==> src/rtl/ex_alu_stage_pkg.sv <==
// Shared DLX ALU definitions: op codes, ALU function selects and the op -> s/m/cin decode.
package ex_alu_stage_pkg;

  typedef enum logic [3:0] {
    OP_ADD   = 4'd0,
    OP_ADDU  = 4'd1,
    OP_SUB   = 4'd2,
    OP_SUBU  = 4'd3,
    OP_AND   = 4'd4,
    OP_OR    = 4'd5,
    OP_XOR   = 4'd6,
    OP_SEQ   = 4'd7,
    OP_SNE   = 4'd8,
    OP_SLT   = 4'd9,
    OP_SGT   = 4'd10,
    OP_SLE   = 4'd11,
    OP_SGE   = 4'd12,
    OP_LHI   = 4'd13,
    OP_PASSB = 4'd14,
    OP_RSV   = 4'd15
  } op_e;

  localparam logic [3:0] S_ADD   = 4'd9;
  localparam logic [3:0] S_SUB   = 4'd6;
  localparam logic [3:0] S_AND   = 4'd14;
  localparam logic [3:0] S_OR    = 4'd11;
  localparam logic [3:0] S_XOR   = 4'd9;
  localparam logic [3:0] S_PASSB = 4'd10;

  typedef struct packed {
    logic [3:0] s;
    logic       m;
    logic       cin;
  } alu_ctl_t;

  function automatic alu_ctl_t alu_decode(op_e op);
    alu_ctl_t c;
    c = '{s: S_PASSB, m: 1'b0, cin: 1'b0};
    case (op)
      OP_ADD, OP_ADDU:                         c = '{s: S_ADD, m: 1'b1, cin: 1'b0};
      OP_SUB, OP_SUBU, OP_SEQ, OP_SNE,
      OP_SLT, OP_SGT, OP_SLE, OP_SGE:          c = '{s: S_SUB, m: 1'b1, cin: 1'b1};
      OP_AND:                                  c = '{s: S_AND, m: 1'b0, cin: 1'b0};
      OP_OR:                                   c = '{s: S_OR,  m: 1'b0, cin: 1'b0};
      OP_XOR:                                  c = '{s: S_XOR, m: 1'b0, cin: 1'b0};
      default:                                 c = '{s: S_PASSB, m: 1'b0, cin: 1'b0};
    endcase
    return c;
  endfunction

endpackage

==> src/rtl/ex_alu_stage_if.sv <==
// Operation/result handshake bundle for the EX ALU stage.
interface ex_alu_stage_if #(parameter int n = 32);
  logic         in_valid;
  logic         in_ready;
  logic [3:0]   in_op;
  logic [n-1:0] in_a;
  logic [n-1:0] in_b;
  logic         out_valid;
  logic         out_ready;
  logic [n-1:0] out_result;
  logic         out_ovf;
  logic         out_illegal;

  modport master (
    output in_valid, in_op, in_a, in_b, out_ready,
    input  in_ready, out_valid, out_result, out_ovf, out_illegal
  );

  modport slave (
    input  in_valid, in_op, in_a, in_b, out_ready,
    output in_ready, out_valid, out_result, out_ovf, out_illegal
  );
endinterface

==> src/rtl/ex_alu_stage_alu.sv <==
// alu_generic: function-select ALU (s/m/cin); m=1 arithmetic, m=0 bitwise. Carry-out is not produced.
module alu_generic
  import ex_alu_stage_pkg::*;
#(parameter int n = 32) (
  input  logic [3:0]   s,
  input  logic         m,
  input  logic         cin,
  input  logic [n-1:0] a,
  input  logic [n-1:0] b,
  output logic [n-1:0] f,
  output logic         ovf
);
  logic [n-1:0] bb, sum;
  logic         arith;

  always_comb begin
    bb    = (s == S_SUB) ? ~b : b;
    sum   = a + bb + {{(n-1){1'b0}}, cin};
    arith = (s == S_ADD) || (s == S_SUB);
    f     = '0;
    ovf   = 1'b0;
    if (m) begin
      f   = arith ? sum : a;
      // Same-sign operands producing an opposite-sign sum
      ovf = arith && (a[n-1] == bb[n-1]) && (sum[n-1] != a[n-1]);
    end else begin
      case (s)
        S_AND:   f = a & b;
        S_OR:    f = a | b;
        S_XOR:   f = a ^ b;
        S_PASSB: f = b;
        default: f = '0;
      endcase
    end
  end
endmodule

==> src/rtl/ex_alu_stage.sv <==
// EX stage: decode op, run alu_generic, register result behind a 1-deep valid/ready slot.
module ex_alu_stage
  import ex_alu_stage_pkg::*;
#(parameter int n = 32) (
  input  logic           clk,
  input  logic           reset,
  ex_alu_stage_if.slave  io,
  input  logic           clr_sticky,
  output logic           ovf_sticky
);
  typedef struct packed {
    logic [n-1:0] result;
    logic         ovf;
    logic         ill;
  } res_t;

  op_e          op;
  alu_ctl_t     ctl;
  logic [n-1:0] alu_b, alu_f;
  logic         alu_ovf, lt, eq, bit_r;
  res_t         nxt, held;
  logic         vld, sticky, xfer;

  assign op = op_e'(io.in_op);

  always_comb begin
    ctl   = alu_decode(op);
    alu_b = (op == OP_LHI) ? {io.in_b[15:0], {(n-16){1'b0}}} : io.in_b;
  end

  alu_generic #(.n(n)) u_alu (
    .s(ctl.s), .m(ctl.m), .cin(ctl.cin),
    .a(io.in_a), .b(alu_b), .f(alu_f), .ovf(alu_ovf)
  );

  always_comb begin
    // Set ops see a - b on alu_f; signed lt corrects the sign bit by overflow
    lt    = alu_f[n-1] ^ alu_ovf;
    eq    = (alu_f == '0);
    bit_r = 1'b0;
    nxt   = '{result: alu_f, ovf: 1'b0, ill: 1'b0};
    case (op)
      OP_ADD, OP_SUB: nxt.ovf = alu_ovf;
      OP_SEQ:         bit_r = eq;
      OP_SNE:         bit_r = !eq;
      OP_SLT:         bit_r = lt;
      OP_SGT:         bit_r = !lt && !eq;
      OP_SLE:         bit_r = lt || eq;
      OP_SGE:         bit_r = !lt;
      OP_RSV:         nxt = '{result: '0, ovf: 1'b0, ill: 1'b1};
      default:        ;
    endcase
    if (op inside {OP_SEQ, OP_SNE, OP_SLT, OP_SGT, OP_SLE, OP_SGE})
      nxt.result = {{(n-1){1'b0}}, bit_r};
  end

  assign io.in_ready = !reset && (!vld || io.out_ready);
  assign xfer        = io.in_valid && io.in_ready;

  always_ff @(posedge clk) begin
    if (reset) begin
      vld    <= 1'b0;
      held   <= '0;
      sticky <= 1'b0;
    end else begin
      if (xfer) begin
        vld  <= 1'b1;
        held <= nxt;
      end else if (io.out_ready) begin
        vld  <= 1'b0;
      end
      if (vld && io.out_ready && held.ovf) sticky <= 1'b1;
      else if (clr_sticky)                 sticky <= 1'b0;
    end
  end

  assign io.out_valid   = vld;
  assign io.out_result  = held.result;
  assign io.out_ovf     = held.ovf;
  assign io.out_illegal = held.ill;
  assign ovf_sticky     = sticky;
endmodule

==> src/flat_wrapper.sv <==
// flat-port wrapper written by rule: the top's interface ports become plain ports
module ex_alu_stage_flat import ex_alu_stage_pkg::*;
#(parameter int n = 32)
  (clk, reset, clr_sticky, ovf_sticky, io_in_valid, io_in_op, io_in_a, io_in_b, io_out_ready, io_in_ready, io_out_valid, io_out_result, io_out_ovf, io_out_illegal);
  ex_alu_stage_if #(.n(n)) io_i ();
  input  logic clk;
  input  logic reset;
  input  logic clr_sticky;
  output logic ovf_sticky;
  input wire logic [$bits(io_i.in_valid)-1:0] io_in_valid;
  input wire logic [$bits(io_i.in_op)-1:0] io_in_op;
  input wire logic [$bits(io_i.in_a)-1:0] io_in_a;
  input wire logic [$bits(io_i.in_b)-1:0] io_in_b;
  input wire logic [$bits(io_i.out_ready)-1:0] io_out_ready;
  output wire logic [$bits(io_i.in_ready)-1:0] io_in_ready;
  output wire logic [$bits(io_i.out_valid)-1:0] io_out_valid;
  output wire logic [$bits(io_i.out_result)-1:0] io_out_result;
  output wire logic [$bits(io_i.out_ovf)-1:0] io_out_ovf;
  output wire logic [$bits(io_i.out_illegal)-1:0] io_out_illegal;
  assign io_i.in_valid = io_in_valid;
  assign io_i.in_op = io_in_op;
  assign io_i.in_a = io_in_a;
  assign io_i.in_b = io_in_b;
  assign io_i.out_ready = io_out_ready;
  assign io_in_ready = io_i.in_ready;
  assign io_out_valid = io_i.out_valid;
  assign io_out_result = io_i.out_result;
  assign io_out_ovf = io_i.out_ovf;
  assign io_out_illegal = io_i.out_illegal;
  ex_alu_stage #(.n(n)) u_core (.clk(clk), .reset(reset), .io(io_i), .clr_sticky(clr_sticky), .ovf_sticky(ovf_sticky));
endmodule
==> config.mk <==
export PLATFORM = sky130hd
export DESIGN_NAME = ex_alu_stage_flat
export DESIGN_NICKNAME = d
export VERILOG_FILES = /design/src/rtl/ex_alu_stage_pkg.sv /design/src/rtl/ex_alu_stage_if.sv /design/src/rtl/ex_alu_stage_alu.sv /design/src/rtl/ex_alu_stage.sv /design/src/flat_wrapper.sv
export SDC_FILE = /design/constraint.sdc
export NUM_CORES = 1
export LEC_CHECK = 0
export CORE_MARGIN = 2
export CORE_UTILIZATION = 50
export DETAILED_ROUTE_END_ITERATION = 16
export PLACE_DENSITY_LB_ADDON = 0.08
export SYNTH_ARGS = -nofsm -noshare
export SYNTH_HDL_FRONTEND = slang
export SYNTH_SLANG_ARGS = --single-unit
==> constraint.sdc <==
create_clock -name clk -period 6.85 [get_ports clk]
set_input_delay 0.685 -clock clk [delete_from_list [all_inputs] [get_ports clk]]
set_output_delay 0.685 -clock clk [all_outputs]
set_load 0.01 [all_outputs]
==> results of run 1 <==
-- Yosys cell counts (16+ instances only) --
library cell,n
dfxtp_1,36
nand4_1,17
mux2i_1,31
nand2_1,70
a22oi_1,34
inv_1,78
a21o_1,19
o21ai_0,34
clkbuf_1,40
xnor2_1,42
a21oi_1,67
ha_1,100
a221oi_1,16
nor2_1,82
-- routing by layer --
metal  share of wire, %  wire, um  up-vias
met5                  0         0        -
met4                4.0      1035        0
met3                 11      2861       74
met2                 43     10930      485
met1                 42     10740     3564
li1                   -         -     3451
-- logic make-up after synthesis --
kind of cell,count (synthesis)
AOI/OAI and AO/OA,288
and+or+nand+nor,251
buffers and inverters,133
adders and majority gates,102
xor gates and xnor gates,51
DFF,36
muxes,31
-- stage by stage --
| step | util [%] | cell area, um^2 | hold WS, ps | power, mW | setup WS, ps |
|---|---|---|---|---|---|
| 3_3_place_gp | 61.80 | 7830 | 443.6 | 1.068 | 477.8 |
| 2_1_floorplan | - | 6533 | 476.2 | 0.7856 | 603.8 |
| 6_report | 62.93 | 7974 | 474.4 | 1.332 | 339.7 |
| 3_5_place_dp | 61.80 | 7830 | 445.8 | 1.081 | 192.2 |
| 4_1_cts | 62.93 | 7974 | 472.6 | 1.302 | 490.2 |
| 5_1_grt | 62.93 | 7974 | 500.4 | 1.404 | 7.690 |
-- layout make-up --
class | instances | area, um^2
repair buffers | 132 | 1276
inverters | 78 | 292.8
clock inverters | 3 | 18.77
clock buffers | 5 | 125.1
flip-flops and latches | 36 | 720.7
fillers | 1138 | 4697
well taps | 172 | 215.2
multi-input cells | 723 | 5325
-- worst max-delay path, cell delays in order --
cell and delay, ps:
clkdlybuf4s50_1 580, inv_1 120, ha_1 300, nor3b_1 460, o32a_2 560, buf_12 270, xnor2_1 100, ha_1 440
nand2_1 120, o21ai_0 400, o31ai_1 140, a21oi_1 370, xor2_1 130, a221o_1 390, a2111oi_0 570, nand4_1 200
nor4_2 340, a21oi_1 130, o31ai_2 230, o211ai_1 120
-- where the power goes --
group	switching, mW	leakage (nW)	total, mW	internal [mW]
registers	0.00609	0.292	0.227	0.221
clock network	0.0881	0.0736	0.222	0.134
logic	0.541	3.14	0.884	0.343
total	0.635	3.50	1.33	0.697
-- worst max path at each step --
stage                                          to  slack, ps  depth (start not counted)
final                     u_core.io.out_result[0]        340                         20
after global routing      u_core.io.out_result[0]          8                         19
after CTS                 u_core.io.out_result[0]        490                         20
after detailed placement  u_core.io.out_result[0]        190                         20
after global placement    u_core.io.out_result[0]        480                         20
after floorplan           u_core.io.out_result[0]        600                         21
-- flip-flops by register name, indices dropped and copies added (netlist names) --
| signal | flops |
|---|---|
| u_core.io.out_result | 32 |
| u_core.io.out_ovf | 1 |
| u_core.io.out_valid | 1 |
| u_core.io.out_illegal | 1 |
| u_core.ovf_sticky | 1 |
==> flow_summary.json, run 1 <==
{
  "port_buffers": 109,
  "grt_busiest_layer": "met2",
  "clkLatencyLatePin_ps": 290,
  "synth_top_family_by_area": "compound AO/OA/AOI/OAI gates",
  "yosys.area_share.adder_pct": 19.77,
  "fp.dieW_um": 118.3,
  "final_common_cell": "clkdlybuf4s50_1",
  "grt_usage_pct": 35.78,
  "cts_buffers": 5,
  "rsz0062_at_grt": "false",
  "via_per_inst": 6.592,
  "fin_skew_ps": 3.198,
  "setup_viol": 0,
  "clock_sinks": 36,
  "p_per_area_mw_per_mm2": 167.1,
  "synthXorXnorAreaFrac_pct": 6.838,
  "route.vias.total": 7574,
  "synth-compound-area-share_pct": 31.32,
  "cap_violations": 0,
  "core_region_area_mm2": 0.01267,
  "met3_usage_pct": 5.985,
  "layout.nets": 1151,
  "yosys.area_share.simple_pct": 18.50,
  "final_cells": 1149,
  "max_slew_margin_pct": 20.01,
  "dpl.hpwl_um": 20180,
  "async_reset_ff_share_pct": 0,
  "synth.distinct_cells": 72,
  "drc": 0,
  "antenna_left": 0,
  "drt_iter0_markers": 906,
  "grt_pass1_vias": 7165,
  "synth_edf_count": 0,
  "grt_util_met1_pct": 48.89,
  "required_ps": 7010,
  "fp-row-count": 41,
  "ys.flop_type": "dfxtp_1",
  "synth_cells": 892,
  "post-cts-setup-buffers": 0,
  "start_util_pct": 51.56,
  "hold_start": "u_core.ovf_sticky",
  "hold_buffers": 0,
  "firstDrtPassIters": 6,
  "min_path_cells": 2,
  "wl_per_cell_um": 22.25,
  "cp-startpoint": "io_in_op[1]",
  "min_to": "u_core.ovf_sticky",
  "clkTransAtPathRegs_ps": 50,
  "tritoncts": "built",
  "grt_pass1_wl_um": 39920,
  "worstPathArrival_ps": 6670,
  "syn_nets": 1067,
  "dp_cells": 1141,
  "final_cell_mix": "clkdlybuf4s50_1, ha_1, nor2_1",
  "diodes": 0,
  "hold_path_class": "reg2reg",
  "startpoint_type": "primary input",
  "hold_viol_final": 0,
  "muxShareOfSynthArea_pct": 4.750,
  "die_h_um": 118.3,
  "gp_congestion": 1.001,
  "ioPinCount": 110,
  "gr-total-overflow": 0,
  "p_leak_nw": 3.504,
  "crit_type": "in2reg",
  "r2r_setup_slack_ps": 3880,
  "synth_top_cell_area_share_pct": 19.15,
  "syn_to_final_growth_pct": 22.06,
  "reg2reg_to": "u_core.io.out_result[15]",
  "worstMarginPinSlew_ps": 1197,
  "outcome": "completed",
  "layout_min_cycle_time_ps": 6510,
  "ir_worst_vdd_mv": 0.08745,
  "setup_tns_ps": 0,
  "synth_seq_cells": 36,
  "yosys-top-cells-area": "ha_1, dfxtp_1, xnor2_1, a21oi_1, mux2i_1",
  "synth.cell_area_mm2": 0.006533,
  "post_cts_resized": 0,
  "dieArea_mm2": 0.01399,
  "fin_crit_sh_pct": 95.04,
  "grt_max_degree": 39,
  "drive_gt1_share_pct": 4.606,
  "wirelength_um": 25570,
  "fmax_mhz": 153.6,
  "yosysSeqAreaShare_pct": 11.03,
  "reg2reg_from": "u_core.io.out_valid",
  "yosys.area.top_type": "ha_1",
  "clock_path_buffers": 2,
  "endpoint_kind": "flop",
  "post_synth.cell_area_avg_um2": 7.323,
  "htree_levels": 2,
  "grt_use_met2_pct": 54.95,
  "antenna_found_initial": 0,
  "yosysWarningCount": 0,
  "r2r_cells": 6,
  "cp_max_fo": 22,
  "root_buffer": "clkbuf_16",
  "slew_violations": 0
}
Power figures use the tool's default switching activity.
==> inputs of run 2 (changes only) <==
PLACE_DENSITY = 0.88   (was default)
PLACE_DENSITY_LB_ADDON = default   (was 0.08)
SKIP_CTS_REPAIR_TIMING = 1   (was default)
SLEW_MARGIN = 20   (was default)
==> flow_summary.json, run 2 (synthesis results as in run 1) <==
{
  "outcome": "completed",
  "endpoint_kind": "flop",
  "layout.nets": 1150,
  "via_per_inst": 6.498,
  "met3_usage_pct": 6.515,
  "fp.dieW_um": 118.3,
  "clkTransAtPathRegs_ps": 60,
  "cts_buffers": 5,
  "gp_congestion": 0.9824,
  "largest_reg_flops": 32,
  "stdcell_area_mm2": 0.008004,
  "grt_pass1_vias": 6686,
  "setup_tns_ps": 0,
  "setup_viol": 0,
  "die_h_um": 118.3,
  "final_common_cell": "clkdlybuf4s50_1",
  "hold_viol_final": 0,
  "hold_path_class": "reg2reg",
  "final_cell_mix": "clkdlybuf4s50_1, ha_1, nor2_1",
  "drive_gt1_share_pct": 4.816,
  "wirelength_um": 24050,
  "seqPwrFrac_pct": 16.9,
  "power_mw": 1.344,
  "crit_type": "in2reg",
  "wl_per_cell_um": 20.95,
  "root_buffer": "clkbuf_16",
  "worstMarginPinSlew_ps": 1147,
  "ioPinCount": 110,
  "diodes": 0,
  "rsz0062_at_grt": "false",
  "grt_usage_pct": 32.86,
  "worstPathArrival_ps": 6700,
  "intPower_mw": 0.7332,
  "p_leak_nw": 3.507,
  "grt_pass1_wl_um": 37090,
  "fmax_mhz": 152.9,
  "fin_crit_sh_pct": 95.49,
  "slew_violations": 0,
  "core_region_area_mm2": 0.01267,
  "pwr-share-comb_pct": 64.0,
  "p_per_area_mw_per_mm2": 167.9,
  "p_sw_share_pct": 45.44,
  "dpl_cell_area_mm2": 0.007816,
  "dp_cells": 1140,
  "dieArea_mm2": 0.01399,
  "antenna_left": 0,
  "drc": 0,
  "layout_min_cycle_time_ps": 6541,
  "dpl.hpwl_um": 18500,
  "clkLatencyLatePin_ps": 280,
  "start_util_pct": 51.56,
  "grt_util_met1_pct": 43.78,
  "grt_max_degree": 39,
  "clock_path_buffers": 2,
  "cap_violations": 0,
  "drt_iter0_markers": 824,
  "htree_levels": 2,
  "firstDrtPassIters": 5,
  "power.share.clock_pct": 19.1,
  "p_sw_mw": 0.6106,
  "antenna_found_initial": 0,
  "route.vias.total": 7460,
  "port_buffers": 109,
  "max_slew_margin_pct": 22.40,
  "gr-total-overflow": 0,
  "required_ps": 7010,
  "startpoint_type": "primary input",
  "cp_max_fo": 7,
  "grt_use_met2_pct": 51.59,
  "fp-row-count": 41,
  "ir_worst_vdd_mv": 0.1178,
  "final_cells": 1148,
  "syn_to_final_growth_pct": 22.52,
  "grt_busiest_layer": "met2",
  "clock_sinks": 36,
  "fin_skew_ps": 3.710,
  "tritoncts": "built"
}
## run 2: metal layers
| layer | routed length, um | share of wire (%) | up-vias |
|---|---|---|---|
| met5 | 0 | 0 | - |
| li1 | - | - | 3428 |
| met1 | 10020 | 42 | 3468 |
| met3 | 2538 | 11 | 83 |
| met2 | 10540 | 44 | 481 |
| met4 | 953 | 4.0 | 0 |
## run 2: cell type report
class	instances	area [um^2]
inverters	78	292.8
repair buffers	131	1256
multi-input cells	723	5351
fillers	1129	4667
clock buffers	5	125.1
well taps	172	215.2
flip-flops and latches	36	720.7
clock inverters	3	42.54
## run 2: power by group through the flow
stage | clock network (mW) | registers [mW] | logic [mW]
3_5_place_dp | 0 | 0.231 | 0.824
2_1_floorplan | 0 | 0.235 | 0.550
5_1_grt | 0.265 | 0.228 | 0.923
4_1_cts | 0.257 | 0.227 | 0.830
3_3_place_gp | 0 | 0.231 | 0.816
6_report | 0.257 | 0.227 | 0.860
## run 2: path summary, 6_finish.rpt
check	to	slack [ps]	startpoint	cells after the start
worst max-delay path	u_core.io.out_result[0]	310	io_in_op[1]	20
worst min-delay path	u_core.ovf_sticky	470	u_core.ovf_sticky	2
worst max register to register	u_core.io.out_result[15]	4050	u_core.io.out_valid	6
worst min register to register	u_core.ovf_sticky	470	u_core.ovf_sticky	2
## run 2: per-stage QoR
stage	setup WS, ps	hold slack (ps)	utilization [%]
after CTS	296.3	472.8	63.01
after detailed placement	16.14	465.2	61.69
after global placement	286.6	439.5	61.69
after floorplan	603.8	476.2	-
after global routing	2.261	515.1	63.17
final	309.2	471.5	63.17
## run 2: worst max-delay path, stage by stage
cell	delay, ps
clkdlybuf4s50_1	590
inv_1	120
ha_1	300
nor3b_1	460
o32ai_4	240
xnor2_1	230
fa_1	220
inv_1	60
fa_1	420
a21o_1	210
a221oi_1	520
xnor2_1	220
a221oi_1	160
or4b_1	540
nor4b_1	700
nand4_1	190
nor4_2	350
a21oi_1	130
o31ai_2	220
o211ai_1	110
==> inputs of run 3 (changes only) <==
==> constraint.sdc (replaced) <==
create_clock -name clk -period 6.85 [get_ports clk]
set_input_delay 0.685 -clock clk [delete_from_list [all_inputs] [get_ports clk]]
set_output_delay 0.685 -clock clk [all_outputs]
set_load 0.05 [all_outputs]
==> results of run 3 <==
Same layout as run 2 (identical final DEF). Status: completed.
Among the figures that moved: total power 1.344 mW -> 1.378 mW; worst IR drop on VDD 0.1178 mV -> 0.1186 mV
